`src/rtl/pipe_pkg.sv`:
```
// ============================================================================
// Module  : pipe_pkg
// Brief   : Shared types and constants for the handshaked pipeline stage.
// Revision: 1.0 - initial release
// ============================================================================
`default_nettype none

package pipe_pkg;

  // Occupancy of the skid-buffered stage: number of beats currently held.
  typedef enum logic [1:0] {
    ST_EMPTY = 2'd0,
    ST_MAIN  = 2'd1,
    ST_SKID  = 2'd2
  } state_e;

  // Default bubble value for the control payload (all enables off).
  localparam logic [7:0] c_CTRL_BUB_DEFAULT = 8'h00;

  // Bit positions of the standard control fields carried in the ctrl payload.
  localparam int c_CTRL_DMEM_ENA    = 0;
  localparam int c_CTRL_DMEM_WENA   = 1;
  localparam int c_CTRL_DMEM_TYPE_LO = 2;
  localparam int c_CTRL_DMEM_TYPE_HI = 3;
  localparam int c_CTRL_RD_SEL      = 4;
  localparam int c_CTRL_RD_WENA     = 5;

endpackage

`default_nettype wire

```
`src/rtl/pipe_slot.sv`:
```
// ============================================================================
// Module  : pipe_slot
// Brief   : One {valid, data, ctrl} holding register with load and clear.
// Revision: 1.0 - initial release
// ============================================================================
`default_nettype none

module pipe_slot
  import pipe_pkg::*;
#(
  parameter int                 DATA_W   = 32,
  parameter int                 CTRL_W   = 8,
  parameter logic [CTRL_W-1:0]  CTRL_BUB = CTRL_W'(c_CTRL_BUB_DEFAULT)
) (
  input  logic              clk_i,
  input  logic              rst_n_i,
  input  logic              load_i,
  input  logic              clear_i,
  input  logic [DATA_W-1:0] data_i,
  input  logic [CTRL_W-1:0] ctrl_i,
  output logic              valid_o,
  output logic [DATA_W-1:0] data_o,
  output logic [CTRL_W-1:0] ctrl_o
);

  logic              valid_q;
  logic [DATA_W-1:0] data_q;
  logic [CTRL_W-1:0] ctrl_q;

  // Load wins over clear; clearing only drops valid so data keeps its last value.
  always_ff @(posedge clk_i or negedge rst_n_i) begin
    if (!rst_n_i) begin
      valid_q <= 1'b0;
      data_q  <= '0;
      ctrl_q  <= CTRL_BUB;
    end else if (load_i) begin
      valid_q <= 1'b1;
      data_q  <= data_i;
      ctrl_q  <= ctrl_i;
    end else if (clear_i) begin
      valid_q <= 1'b0;
    end
  end

  assign valid_o = valid_q;
  assign data_o  = data_q;
  assign ctrl_o  = ctrl_q;

endmodule

`default_nettype wire

```
`src/rtl/pipe_stage_reg_hs.sv`:
```
// ============================================================================
// Module  : pipe_stage_reg_hs
// Brief   : Reusable pipeline stage register with valid/ready handshake,
//           flush, optional 2-entry skid buffer and saturating stall counter.
// Revision: 1.0 - initial release
// ============================================================================
`default_nettype none

module pipe_stage_reg_hs
  import pipe_pkg::*;
#(
  parameter int                 DATA_W   = 32,
  parameter int                 CTRL_W   = 8,
  parameter logic [CTRL_W-1:0]  CTRL_BUB = CTRL_W'(c_CTRL_BUB_DEFAULT),
  parameter int                 SKID     = 1,
  parameter int                 CNT_W    = 16
) (
  input  logic              clk_i,
  input  logic              rst_n_i,
  input  logic              flush_i,
  input  logic              in_valid_i,
  output logic              in_ready_o,
  input  logic [DATA_W-1:0] in_data_i,
  input  logic [CTRL_W-1:0] in_ctrl_i,
  output logic              out_valid_o,
  input  logic              out_ready_i,
  output logic [DATA_W-1:0] out_data_o,
  output logic [CTRL_W-1:0] out_ctrl_o,
  output logic [CNT_W-1:0]  stall_cnt_o
);

  // Head entry (the one presented downstream)
  logic              w_head_valid;
  logic [DATA_W-1:0] w_head_data;
  logic [CTRL_W-1:0] w_head_ctrl;
  logic [CNT_W-1:0]  stall_cnt_q;

  generate
    if (SKID == 0) begin : g_single
      logic w_load;
      logic w_clear;

      assign in_ready_o = !w_head_valid || out_ready_i;
      // A beat accepted during flush completes its handshake but is discarded.
      assign w_load  = in_valid_i && in_ready_o && !flush_i;
      assign w_clear = flush_i || out_ready_i;

      pipe_slot #(.DATA_W(DATA_W), .CTRL_W(CTRL_W), .CTRL_BUB(CTRL_BUB)) u_main (
        .clk_i   (clk_i),
        .rst_n_i (rst_n_i),
        .load_i  (w_load),
        .clear_i (w_clear),
        .data_i  (in_data_i),
        .ctrl_i  (in_ctrl_i),
        .valid_o (w_head_valid),
        .data_o  (w_head_data),
        .ctrl_o  (w_head_ctrl)
      );
    end else begin : g_skid
      state_e            state_q;
      state_e            state_d;
      logic              w_load_main;
      logic              w_load_skid;
      logic              w_move;
      logic              w_clr_main;
      logic              w_clr_skid;
      logic              w_skid_valid;
      logic [DATA_W-1:0] w_skid_data;
      logic [CTRL_W-1:0] w_skid_ctrl;
      logic [DATA_W-1:0] w_main_data;
      logic [CTRL_W-1:0] w_main_ctrl;

      // The skid slot is occupied exactly in ST_SKID, so its valid bit is a
      // registered "full" flag and gives a glitch-free in_ready_o.
      assign in_ready_o = !w_skid_valid;

      // Occupancy state register
      always_ff @(posedge clk_i or negedge rst_n_i) begin
        if (!rst_n_i) state_q <= ST_EMPTY;
        else          state_q <= state_d;
      end

      // Next occupancy and slot load/clear/move controls; flush overrides all
      always_comb begin
        state_d     = state_q;
        w_load_main = 1'b0;
        w_load_skid = 1'b0;
        w_move      = 1'b0;
        w_clr_main  = 1'b0;
        w_clr_skid  = 1'b0;
        if (flush_i) begin
          state_d    = ST_EMPTY;
          w_clr_main = 1'b1;
          w_clr_skid = 1'b1;
        end else begin
          case (state_q)
            ST_EMPTY: begin
              if (in_valid_i) begin
                w_load_main = 1'b1;
                state_d     = ST_MAIN;
              end
            end
            ST_MAIN: begin
              if (in_valid_i && out_ready_i) begin
                w_load_main = 1'b1;
              end else if (in_valid_i) begin
                w_load_skid = 1'b1;
                state_d     = ST_SKID;
              end else if (out_ready_i) begin
                w_clr_main  = 1'b1;
                state_d     = ST_EMPTY;
              end
            end
            ST_SKID: begin
              if (out_ready_i) begin
                w_move     = 1'b1;
                w_clr_skid = 1'b1;
                state_d    = ST_MAIN;
              end
            end
            default: begin
              state_d    = ST_EMPTY;
              w_clr_main = 1'b1;
              w_clr_skid = 1'b1;
            end
          endcase
        end
      end

      assign w_main_data = w_move ? w_skid_data : in_data_i;
      assign w_main_ctrl = w_move ? w_skid_ctrl : in_ctrl_i;

      pipe_slot #(.DATA_W(DATA_W), .CTRL_W(CTRL_W), .CTRL_BUB(CTRL_BUB)) u_main (
        .clk_i   (clk_i),
        .rst_n_i (rst_n_i),
        .load_i  (w_load_main || w_move),
        .clear_i (w_clr_main),
        .data_i  (w_main_data),
        .ctrl_i  (w_main_ctrl),
        .valid_o (w_head_valid),
        .data_o  (w_head_data),
        .ctrl_o  (w_head_ctrl)
      );

      pipe_slot #(.DATA_W(DATA_W), .CTRL_W(CTRL_W), .CTRL_BUB(CTRL_BUB)) u_skid (
        .clk_i   (clk_i),
        .rst_n_i (rst_n_i),
        .load_i  (w_load_skid),
        .clear_i (w_clr_skid),
        .data_i  (in_data_i),
        .ctrl_i  (in_ctrl_i),
        .valid_o (w_skid_valid),
        .data_o  (w_skid_data),
        .ctrl_o  (w_skid_ctrl)
      );
    end
  endgenerate

  // Saturating count of cycles where a valid head is held back downstream
  always_ff @(posedge clk_i or negedge rst_n_i) begin
    if (!rst_n_i) begin
      stall_cnt_q <= '0;
    end else if (w_head_valid && !out_ready_i && (stall_cnt_q != {CNT_W{1'b1}})) begin
      stall_cnt_q <= stall_cnt_q + CNT_W'(1);
    end
  end

  assign out_valid_o = w_head_valid;
  assign out_data_o  = w_head_data;
  assign out_ctrl_o  = w_head_valid ? w_head_ctrl : CTRL_BUB;
  assign stall_cnt_o = stall_cnt_q;

endmodule

`default_nettype wire

```
`config.mk`:
```
export PLATFORM = sky130hd
export DESIGN_NAME = pipe_stage_reg_hs
export DESIGN_NICKNAME = d
export VERILOG_FILES = /design/src/rtl/pipe_pkg.sv /design/src/rtl/pipe_slot.sv /design/src/rtl/pipe_stage_reg_hs.sv
export SDC_FILE = /design/constraint.sdc
export NUM_CORES = 1
export LEC_CHECK = 0
export CORE_AREA = 2 2 115 117
export CTS_BUF_LIST = sky130_fd_sc_hd__clkbuf_16
export CTS_CLUSTER_SIZE = 20
export DETAILED_ROUTE_END_ITERATION = 10
export DIE_AREA = 0 0 117 119
export PLACE_DENSITY = 0.61
export SLEW_MARGIN = 20
export SYNTH_ARGS = -nofsm -noshare
export SYNTH_HDL_FRONTEND = slang
export SYNTH_SLANG_ARGS = --single-unit
export TNS_END_PERCENT = 5
```
`constraint.sdc`:
```
create_clock -name clk_i -period 2.64 [get_ports clk_i]
set_clock_uncertainty 0.05 [all_clocks]
set_input_delay 0.264 -clock clk_i [delete_from_list [all_inputs] [get_ports clk_i]]
set_output_delay 0.264 -clock clk_i [all_outputs]
set_load 0.05 [all_outputs]
```
== Word level (Yosys, flattened, before mapping) ==
Cells that the tools add are included.
Word-level totals
  word-level logic and storage cells: 58
  output and inout port bits: 58
  input port bits: 45
  register bits after elaboration: 100
Operators by class
  equal/unequal tests: 7
  muxes and demuxes: 30
  reductions and logical operators: 12
  $add $sub $neg: 1
Operator list (count)
  $mux 32: 1
  $mux 1: 17
  $add 16x1->16 const B: 1
  $mux 8: 2
  $ne 16x16->1 const B: 1
  $mux 2: 6
  $ne 3x3->1 const B: 3
  $pmux 1 s2: 3
  $pmux 2 s3: 1
  $ne 4x4->1 const B: 1
  $reduce_and 4->1: 1
  $reduce_bool 2->1: 2
  $reduce_or 2->1: 2
  $logic_and 1x1->1: 3
  $eq 2x1->1 const B: 1
  $eq 2x2->1 const B: 1
  $logic_not 1->1: 2
  $logic_not 2->1: 1
  $logic_or 1x1->1: 1

== Depth between registers and ports, before layout ==
Gate-level depths: netlist of the first run.
  word-level depth: 7
  mapped depth: 6
  gate-level depth less buffers: 5

== Cells and area by module ==
A second synthesis of the first run with hierarchy kept.
Second synthesis, totals
  cell total of the unflattened synthesis: 324
  area total of the unflattened synthesis: 5006.1 µm²
By module, submodules not included
  pipe_slot: area each 1725.4 µm², cells an instance 88, times used 2
  pipe_stage_reg_hs: area each 1555.2 µm², cells an instance 148, times used 1

== Least setup slack after synthesis of the first run ==
OpenSTA, ideal clock, no wires.
  path type: flip-flop to flip-flop
  from: register stall_cnt_q[0] (netlist: stall_cnt_o[0])
  to: register stall_cnt_q[1] (netlist: stall_cnt_o[1])
  stages on the path, launching flop included: 6
  arrival time: 1.914 ns
  library setup time: 0.125 ns
  buffers on the path: 0
  required time: 2.465 ns
  path slack: 0.551 ns
  cell sequence: dfrtp_1 ha_1 nand4_1 nor4_4 nor2b_2 mux2_4
Between the ends
  word-level cells in the longest chain between the ends: 2
  elaborated cells between the ends (all ways): 3
Ends and longest elaborated chain
  from (decl): RTL line pipe_stage_reg_hs.sv:36  | logic [CNT_W-1:0] stall_cnt_q;
  from (signal assigned): RTL line pipe_stage_reg_hs.sv:164  | stall_cnt_q <= stall_cnt_q + CNT_W'(1);
  parallel branches: the longest is 2 deep, another holds $add 16x1->16
Several ways; the timed one is not identified.
A chain may end at the register's enable or synchronous reset.

== Worst setup path after layout of the first run ==
  from: register g_skid.u_main.valid_q (netlist: g_skid.u_main.valid_o)
  to: output out_ctrl_o[4]
Between the ends
  word-level cells in the longest chain between the ends: 1
Ends and longest elaborated chain
  from (decl): RTL line pipe_slot.sv:26  | logic valid_q;
  from (signal assigned): RTL line pipe_slot.sv:33  | valid_q <= 1'b0;
  from (signal assigned): RTL line pipe_slot.sv:37  | valid_q <= 1'b1;
  from (signal assigned): RTL line pipe_slot.sv:41  | valid_q <= 1'b0;
  $mux 8: RTL line pipe_stage_reg_hs.sv:170  | assign out_ctrl_o = w_head_valid ? w_head_ctrl : CTRL_BUB;
  to (decl): RTL line pipe_stage_reg_hs.sv:28  | output logic [CTRL_W-1:0] out_ctrl_o,
Every way passes these cells.

==> results of run 1 <==
## what timing repair did
action	4_1_cts	5_1_grt
resized for setup	0	0
endpoints found under the hold margin	46	0
hold buffers	1	0
## metrics by stage
step                      hold WS [ns]  setup WS [ns]  power [W]  instance area (um^2)  util (%)
after floorplan               -0.08159         0.5513   0.002994                  4387         -
after CTS                       0.4305         0.3629   0.005049                  5971     46.38
after global placement          0.2562         0.5426   0.003494                  5619     43.64
after global routing            0.4371         0.3175   0.005228                  5971     46.38
final                           0.4247         0.4134   0.004980                  5971     46.38
after detailed placement        0.2626         0.4764   0.003541                  5619     43.64
## critical path: stages, from the launching register on
cell and delay (ns):
dfrtp_1 0.58, and2_1 0.20, clkdlybuf4s50_1 0.80
## routing by layer
metal  routed length [um]  up-vias
met2                 4521       69
met1                 4333     1533
met3                  412        8
met5                    0        -
li1                     -     1505
met4                  111        0
## cell families after synthesis
logic type / Yosys count / share of synthesized area [%]
buf+inv: 22 / 2.139
xor+xnor: 12 / 2.396
mux: 83 / 20.22
fa+ha+maj: 1 / 0.2852
flops: 100 / 57.05
compound gates: 53 / 6.332
simple gates: 100 / 11.58
## Yosys cell counts
| master | n |
|---|---|
| dfrtp_1 | 100 |
| nand2_1 | 49 |
| mux2i_1 | 41 |
| o21ai_0 | 41 |
| mux2_2 | 39 |
| clkbuf_1 | 10 |
| xor2_1 | 10 |
| nor3_1 | 9 |
| and2_1 | 8 |
| buf_2 | 8 |
| nor2_1 | 8 |
| a21oi_1 | 6 |
| nand3_1 | 4 |
| inv_1 | 3 |
| nand2b_1 | 3 |
| and3_1 | 2 |
| mux2_1 | 2 |
| nand4_1 | 2 |
| nand4_2 | 2 |
| nor2b_1 | 2 |
| nor4_1 | 2 |
| o21ai_1 | 2 |
| xnor2_1 | 2 |
| a2bb2oi_1 | 1 |
| a311oi_1 | 1 |
| a31oi_1 | 1 |
| and4_1 | 1 |
| clkbuf_2 | 1 |
| ha_1 | 1 |
| mux2_4 | 1 |
| nand3b_1 | 1 |
| nand4b_1 | 1 |
| nor2b_2 | 1 |
| nor3_2 | 1 |
| nor3b_1 | 1 |
| nor4_4 | 1 |
| o22a_1 | 1 |
| or2_1 | 1 |
| or2_2 | 1 |
## power by group through the flow
stage / Sequential (W) / Clock (W) / Combinational, W
after CTS: 0.00209 / 0.00153 / 0.00143
after global routing: 0.00214 / 0.00159 / 0.00150
after global placement: 0.00210 / 0 / 0.00139
final: 0.00209 / 0.00148 / 0.00141
after floorplan: 0.00255 / 0 / 0.000448
after detailed placement: 0.00212 / 0 / 0.00142
## final cells by class
cell class                 count  area [um^2]  area share (%)
sequential                   100         2502           41.91
multi-input combinational    249         1802           30.18
timing repair buffer         110         1094           18.32
clock buffer                   9        225.2           3.772
tap                          176        220.2           3.688
clock inverter                 7        116.4           1.949
inverter                       3        11.26          0.1886
## registers in the layout, indices dropped and copies added, names as in the netlist
register,flops
g_skid.state_q,2
g_skid.u_main.ctrl_o,8
g_skid.u_main.data_o,32
g_skid.u_main.valid_o,1
g_skid.u_skid.ctrl_o,8
g_skid.u_skid.data_o,32
g_skid.u_skid.valid_o,1
stall_cnt_o,16
## worst paths after layout
kind                                    startpoint                 endpoint  slack (ns)  cells after the start
setup / recovery             g_skid.u_main.valid_o            out_ctrl_o[4]        0.41                      2
hold / removal             g_skid.u_skid.data_o[0]  g_skid.u_main.data_o[0]        0.42                      2
setup reg to reg                    stall_cnt_o[0]           stall_cnt_o[1]        0.70                      5
hold reg to reg            g_skid.u_skid.data_o[0]  g_skid.u_main.data_o[0]        0.42                      2
max in group asynchronous                  rst_n_i          stall_cnt_o[15]        1.37                      3
min in group asynchronous                  rst_n_i  g_skid.u_skid.ctrl_o[3]        0.44                      2
## placed cells by master, fill, tap and decap left out, types with 4 or more instances in the layout
master	Yosys	layout
mux2_2	39	39
mux2i_1	41	41
clkbuf_16	0	9
nand2_1	49	49
buf_4	0	7
o21ai_0	41	41
nor2_1	8	8
a21oi_1	6	6
nor3_1	9	8
and2_1	8	8
inv_1	3	4
clkdlybuf4s50_1	0	101
dfrtp_1	100	100
nand3_1	4	4
xor2_1	10	10
==> flow_summary_export.csv, run 1 <==
group,metric,value,unit
outcome,status,"finished, final reports clean",
routing,firstDrtPassIters,4,
routing,wl,9379,um
global_routing,grt_start_max_net_pins,55,
setup_path,end_kind,"output pin",
floorplan,io_pins,103,
pwr,swShare,32.24,%
yosys,yosys-top-cells-area,"dfrtp_1 57%, mux2_2 10%, mux2i_1 9.4%",
clock_network,clk_latency,0.33,ns
sta,fmax,0.4491,GHz
global_routing,antenna_found_initial,0,
global_routing,busiest_layer,"met2",
floorplan,core_area,0.01287,mm^2
floorplan,die_area,0.01392,mm^2
global_routing,grt_overflow,0,
global_routing,use_met3,2.748,%
global_routing,use_met1,19.34,%
yosys,synth_area_leader_cell,"dfrtp_1",
pwr,p_leak,2.644,nW
setup_path,cp_max_fo,12,
routing,postRouteAntennaNets,0,
routing,drtIter0Drc,197,
placement,placedCellCount,637,
routing,drc,0,
routing,wl_per_cell,14.34,um
yosys,postSynthCellCount,371,
yosys,synthesis.nets,417,
routing,avgViaCountPerCell,4.763,
sta,setup_viol,0,
global_routing,use_met2,23.05,%
yosys,synth.top_cell.area_share,57.05,%
finish,diodes,0,
setup_path,path_class,"reg2out",
yosys,synth_warnings,0,
pwr,powerDensity,834.1,mW/mm^2
sta,hold_viol,0,
worst_hold_path,hold_class,"reg2reg",
global_routing,grt_pass1_wl,15780,um
finish,nFillCells,1202,
finish,instances_no_fill,654,
global_routing,grt_pass1_vias,3164,
floorplan,die_w,117,um
global_routing,grt.total_usage,14.33,%
sta,setup_tns,0,ns
pwr,power.internal,0.003374,W
yosys,synth_seq_area_share,57.05,%
placement,dp_hpwl,6444,um
placement,io_buffers,102,
yosys,syn_area_per_cell,11.82,um^2
clock_network,cts_buffer_depth,2,
pwr,p_switching,0.001606,W
floorplan,die_y,119,um
finish,area_delta_synth_final,36.11,%
clock_network,clkSinkCount,100,
sta,period_share,84.34,%
pwr,pwr-share-seq,41.9,%
pwr,clkPwrFrac,29.8,%
clock_network,post_cts_buffers,0,
finish,drive_gt1_share,14.64,%
routing,via_count,3115,
finish,nNetsFinal,519,
floorplan,row_count,42,
setup_path,crit_required,2.33,ns
sta,final_max_slew_viol_count,0,
setup_path,worst_setup_path_start_kind,"flip-flop",
sta,worstMarginPinSlew,0.6080,ns
floorplan,initial_core_util,34.07,%
clock_network,clk_pin_slew_worst_paths,0.07,ns
placement,place.gp.congestion,0.7685,
sta,rsz0062_at_grt,"no",
setup_path,arrival,1.91,ns
run,cap_violations,0,
clock_network,cts_root_buffer,"clkbuf_16",
pwr,irDropWorstVdd,0.3983,mV
sta,relSlewSlack,59.47,%
yosys,netlist_area,0.004387,mm^2
yosys,ys_types,39,
yosys,synth_seq_cells,100,
clock_network,cts-htree-levels,3,
clock_network,cts_tree,"done",
clock_network,cts_buffers,9,
pwr,p_comb_share,28.3,%
sta,layout_min_cycle_time,2.227,ns
Note: power is estimated with default switching activity, not from simulation.
==> run 2: changes to the inputs <==
- PLACE_DENSITY: 0.61 -> 0.63
- clock period: 2.64 -> 1.88 ns (I/O delays scaled with it)
==> run 2 against run 1 <==
Compared with the run above: via count shrank 0.26%; sequential share of layout area shrank 0.41 points; flip-flop and latch count is the same; critical path depth shrank 1; register-to-register slack lost 0.56 ns; non-clock buffer count grew 9; critical endpoint is now stall_cnt_o[4]; largest cell class unchanged; largest power group unchanged; highest routed layer unchanged.
==> flow_summary_export.csv, run 2 (same netlist as run 1, synthesis figures left out) <==
group,metric,value,unit
clock_network,post_cts_buffers,0,
setup_path,end_kind,"output pin",
global_routing,grt.total_usage,14.50,%
routing,avgViaCountPerCell,4.693,
setup_path,arrival,1.59,ns
sta,worstMarginPinSlew,0.5621,ns
floorplan,die_y,119,um
clock_network,clkSinkCount,100,
clock_network,cts_root_buffer,"clkbuf_16",
sta,fmax,0.5458,GHz
run,cap_violations,0,
setup_path,cp_max_fo,4,
floorplan,core_area,0.01287,mm^2
pwr,powerDensity,1112,mW/mm^2
setup_path,crit_chain,"clkdlybuf4s50_1",
finish,layout_common_cells,"91 x dfrtp_1, 86 x clkdlybuf4s50_1, 49 x nand2_1",
setup_path,cpLargestDelayFamily,"buffers and inverters",
routing,via_count,3107,
routing,wl_per_cell,14.23,um
clock_network,cts_buffer_depth,2,
routing,firstDrtPassIters,4,
routing,drtIter0Drc,151,
floorplan,initial_core_util,34.07,%
global_routing,grt_start_max_net_pins,101,
setup_path,slowest_delay,0.83,ns
floorplan,row_count,42,
pwr,irDropWorstVdd,0.4970,mV
sta,rsz0062_at_grt,"no",
worst_hold_path,hold_class,"in2async",
clock_network,cts_buffers,9,
routing,drc,0,
global_routing,antenna_found_initial,0,
global_routing,grt_pass1_vias,3206,
sta,relSlewSlack,62.53,%
floorplan,die_w,117,um
global_routing,grt_overflow,0,
pwr,p_total,0.006735,W
outcome,status,"finished, final reports clean",
clock_network,clk_latency,0.34,ns
routing,wl,9422,um
finish,nNetsFinal,528,
finish,nFillCells,1228,
finish,final_common_cell,"dfrtp_1",
routing,postRouteAntennaNets,0,
floorplan,io_pins,103,
clock_network,cts-htree-levels,3,
sta,hold_viol,0,
placement,dp_hpwl,6456,um
sta,layout_min_cycle_time,1.832,ns
setup_path,crit_required,1.64,ns
sta,setup_tns,0,ns
sta,hold_slack,0.3803,ns
sta,setup_viol,0,
placement,place.gp.congestion,0.8290,
global_routing,grt_pass1_wl,15770,um
setup_path,crit_slowest_cell,"clkdlybuf4s50_1",
sta,period_share,97.46,%
sta,final_max_slew_viol_count,0,
setup_path,worst_setup_path_start_kind,"flip-flop",
pwr,p_leak,2.753,nW
clock_network,clk_pin_slew_worst_paths,0.06,ns
finish,drive_gt1_share,19.75,%
placement,io_buffers,102,
finish,diodes,0,
floorplan,die_area,0.01392,mm^2
clock_network,cts_tree,"done",
setup_path,critPathBufInv,1,
setup_path,path_class,"reg2out",
finish,area_delta_synth_final,38.08,%
==> run 2: changes by cell type in the layout (fill, tap and decap cells not counted) <==
| cell | previous run | this run |
|---|---|---|
| clkdlybuf4s50_1 | 101 | 86 |
| buf_4 | 7 | 19 |
| dfrtp_1 | 100 | 91 |
| dfrtp_2 | 0 | 9 |
| buf_12 | 1 | 8 |
| clkinvlp_4 | 3 | 0 |
| dlymetal6s2s_1 | 0 | 3 |
| bufinv_16 | 3 | 1 |
| clkinv_1 | 0 | 2 |
| clkinv_2 | 0 | 2 |
| dlygate4sd2_1 | 0 | 2 |
| clkinv_4 | 0 | 1 |
| inv_1 | 4 | 3 |
==> run 2: layout make-up <==
class,count,area (um^2),share of cell area [%]
clock buffers,9,225.2,3.718
clock inverters,6,56.30,0.9296
inverters,3,11.26,0.1859
multi-input cells,249,1802,29.75
flip-flops and latches,100,2514,41.50
well taps,176,220.2,3.636
repair buffers,119,1229,20.29
==> run 2: worst min-delay path, stage by stage <==
cell and delay [ns]:
dlygate4sd3_1 0.53, buf_4 0.12, buf_12 0.39
==> run 2: what timing repair did <==
action                                 CTS  global route
hold buffers                             1             0
resized for setup                        2             3
endpoints found under the hold margin  100             0
setup endpoints to repair                2             3
==> run 2: per-layer routing <==
layer,vias to the layer above,global-route usage (%),part of all wire (%)
li1,1513,-,-
met1,1513,18.96,46
met2,71,23.27,48
met3,10,3.969,4.6
met4,0,4.632,1.2
met5,-,0,0
==> run 2: metrics by stage <==
stage	setup slack, ns	std cells	utilization [%]	instance area, um^2
finish	0.04780	662	47.05	6057
CTS	0.001442	662	46.99	6050
global placement	-0.001533	646	44.74	5761
detailed placement	-0.04699	646	44.74	5761
floorplan	-0.001542	371	-	4398
global route	0.002861	662	47.05	6057
==> run 2: final timing paths <==
path / startpoint / endpoint / slack, ns / depth (start not counted)
setup / recovery: stall_cnt_o[4] / stall_cnt_o[4] / 0.05 / 1
hold / removal: rst_n_i / g_skid.u_main.data_o[0] / 0.38 / 3
setup reg to reg: stall_cnt_o[0] / stall_cnt_o[1] / 0.14 / 5
hold reg to reg: g_skid.u_skid.data_o[31] / g_skid.u_main.data_o[31] / 0.43 / 2
max in group asynchronous: rst_n_i / g_skid.u_skid.data_o[23] / 0.93 / 3
min in group clk_i: g_skid.u_skid.data_o[31] / g_skid.u_main.data_o[31] / 0.43 / 2
==> run 2: where the power goes <==
part	total, W	switching, W	leakage, nW	internal (W)
clock	0.00178	0.000764	0.140	0.00101
sequential	0.00294	0.000301	1.21	0.00263
combinational	0.00202	0.00119	1.40	0.000834
==> run 3: changes to the inputs <==
- CTS_CLUSTER_DIAMETER: unset -> 200
- GPL_ROUTABILITY_DRIVEN: unset -> 0
- clock period: 1.88 -> 1.65 ns (I/O delays scaled with it)
==> run 3 against run 2 <==
Compared with the run above: combinational power rose by 15%; final area rose by 2.0%; global-route usage rose by 0.11 points; register-to-register slack got worse by 0.09 ns; critical path type is now reg2reg; setup slack got worse by 0.0026 ns; final cell count rose by 2.1%; first-iteration DRC count fell by 13%; sequential share of layout area fell by 0.67 points; sequential power rose by 14%; non-clock buffer count rose by 13.
==> flow_summary_export.csv, run 3 (same netlist as run 1, synthesis figures left out) <==
group,metric,value,unit
finish,drive_gt1_share,33.40,%
global_routing,grt_pass1_wl,15950,um
sta,period_share,97.26,%
finish,diodes,0,
sta,rsz0062_at_grt,"yes",
setup_path,path_class,"reg2reg",
floorplan,row_count,42,
routing,firstDrtPassIters,4,
sta,layout_min_cycle_time,1.605,ns
pwr,swShare,33.08,%
finish,fin_util,48.01,%
floorplan,die_y,119,um
floorplan,io_pins,103,
outcome,status,"finished, final reports clean",
setup_path,arrival,1.78,ns
clock_network,cts-htree-levels,3,
placement,io_buffers,102,
clock_network,cts_root_buffer,"clkbuf_16",
pwr,p_leak,2.854,nW
pwr,clkPwrFrac,27.9,%
pwr,irDropWorstVdd,0.5037,mV
pwr,powerDensity,1274,mW/mm^2
global_routing,grt.total_usage,14.61,%
setup_path,worst_setup_path_start_kind,"flip-flop",
run,cap_violations,0,
setup_path,crit_required,1.83,ns
setup_path,crit-reg2reg-launch,"g_skid.state_q[1]",
clock_network,cts_buffer_depth,2,
setup_path,reg2reg_to,"g_skid.u_skid.data_o[4]",
sta,hold_viol,0,
routing,wl,9910,um
finish,final_common_cell,"dfrtp_1",
pwr,p_switching,0.002606,W
routing,via_count,3200,
sta,worstMarginPinSlew,0.3498,ns
finish,area_delta_synth_final,40.90,%
sta,setup_viol,0,
clock_network,cts_buffers,9,
setup_path,cp_max_fo,10,
placement,dp_hpwl,6758,um
sta,relSlewSlack,76.47,%
clock_network,clkSinkCount,100,
setup_path,end_kind,"flip-flop",
pwr,pwr-share-seq,42.7,%
routing,wl_per_cell,14.66,um
clock_network,clk_pin_slew_worst_paths,0.07,ns
sta,hold_slack,0.2109,ns
floorplan,die_w,117,um
pwr,power.internal,0.005271,W
global_routing,grt_overflow,0,
placement,place_ws,-0.1997,ns
routing,postRouteAntennaNets,0,
setup_path,reg2reg_depth,4,
floorplan,core_area,0.01287,mm^2
sta,final_max_slew_viol_count,0,
sta,fmax,0.6231,GHz
routing,avgViaCountPerCell,4.734,
pwr,p_comb_share,29.4,%
routing,drc,0,
finish,nNetsFinal,541,
global_routing,antenna_found_initial,0,
floorplan,initial_core_util,34.07,%
finish,layout_common_cells,"83 x dfrtp_1, 71 x buf_4, 49 x nand2_1",
clock_network,cts_tree,"done",
floorplan,die_area,0.01392,mm^2
global_routing,grt_pass1_vias,3267,
setup_path,reg2reg_slack,0.05,ns
global_routing,grt_start_max_net_pins,46,
routing,drtIter0Drc,131,
clock_network,clk_latency,0.34,ns
worst_hold_path,hold_class,"in2async",
sta,setup_slack,0.04522,ns
-- run 3: cell count changes in the layout (fill, tap and decap cells not counted), sizes merged --
cell / previous run / this run
buf: 27 / 87
clkdlybuf4s50: 86 / 43
dlymetal6s2s: 3 / 0
dlygate4sd2: 2 / 0
bufinv: 1 / 2
clkbuf: 9 / 10
-- run 3: how the worst max path moves through the flow --
stage	startpoint	end	slack, ns	depth (start not counted)
CTS	g_skid.state_q[1]	g_skid.u_skid.data_o[16]	0.03	4
finish	g_skid.state_q[1]	g_skid.u_skid.data_o[4]	0.05	4
floorplan	stall_cnt_o[0]	stall_cnt_o[1]	-0.12	5
global route	g_skid.state_q[1]	g_skid.u_skid.data_o[2]	-0.03	4
global placement	out_ready_i	g_skid.u_skid.data_o[5]	-0.18	5
detailed placement	out_ready_i	g_skid.u_skid.data_o[16]	-0.20	5
-- run 3: per-stage QoR --
stage          instances  total power [W]  instance area (um^2)  setup TNS [ns]
2_1_floorplan        371         0.004828                  4420         -0.1924
3_5_place_dp         656         0.005729                  5801          -11.71
5_1_grt              676         0.008286                  6181         -0.4045
3_3_place_gp         656         0.005662                  5801          -10.60
6_report             676         0.007876                  6181               0
4_1_cts              673         0.007961                  6117               0
-- run 3: worst max-delay path, cell delays in order, from the launching register on --
cell      delay, ns
dfrtp_1        0.38
nand2b_1       0.19
nor3_4         0.26
buf_4          0.27
mux2_2         0.35
-- run 3: power groups by stage --
| stage | Sequential (W) | Combinational (W) | Clock [W] |
|---|---|---|---|
| after floorplan | 0.00410 | 0.000730 | 0 |
| after global placement | 0.00339 | 0.00228 | 0 |
| after detailed placement | 0.00341 | 0.00232 | 0 |
| after CTS | 0.00337 | 0.00233 | 0.00226 |
| after global routing | 0.00345 | 0.00248 | 0.00236 |
| final | 0.00336 | 0.00232 | 0.00219 |
-- run 3: timing repair --
item | CTS | global route
resized for setup | 0 | 11
setup endpoints to repair | 0 | 61
hold endpoints to repair | 21 | 0
hold buffers | 1 | 0
buffers inserted | 0 | 1
-- run 3: layout make-up --
type | count | area [um^2]
clock buffer | 9 | 225.2
clock inverter | 7 | 81.33
fill | 1176 | 6694
inverter | 3 | 11.26
multi-input combinational | 249 | 1823
sequential | 100 | 2524
tap | 176 | 220.2
timing repair buffer | 132 | 1296
-- run 3: layer usage --
layer	vias to the layer above	global-route usage, %	wire (um)
met1	1580	18.99	4556
met4	0	6.324	179
li1	1537	-	-
met3	12	2.901	451
met2	71	23.52	4722
met5	-	0	0
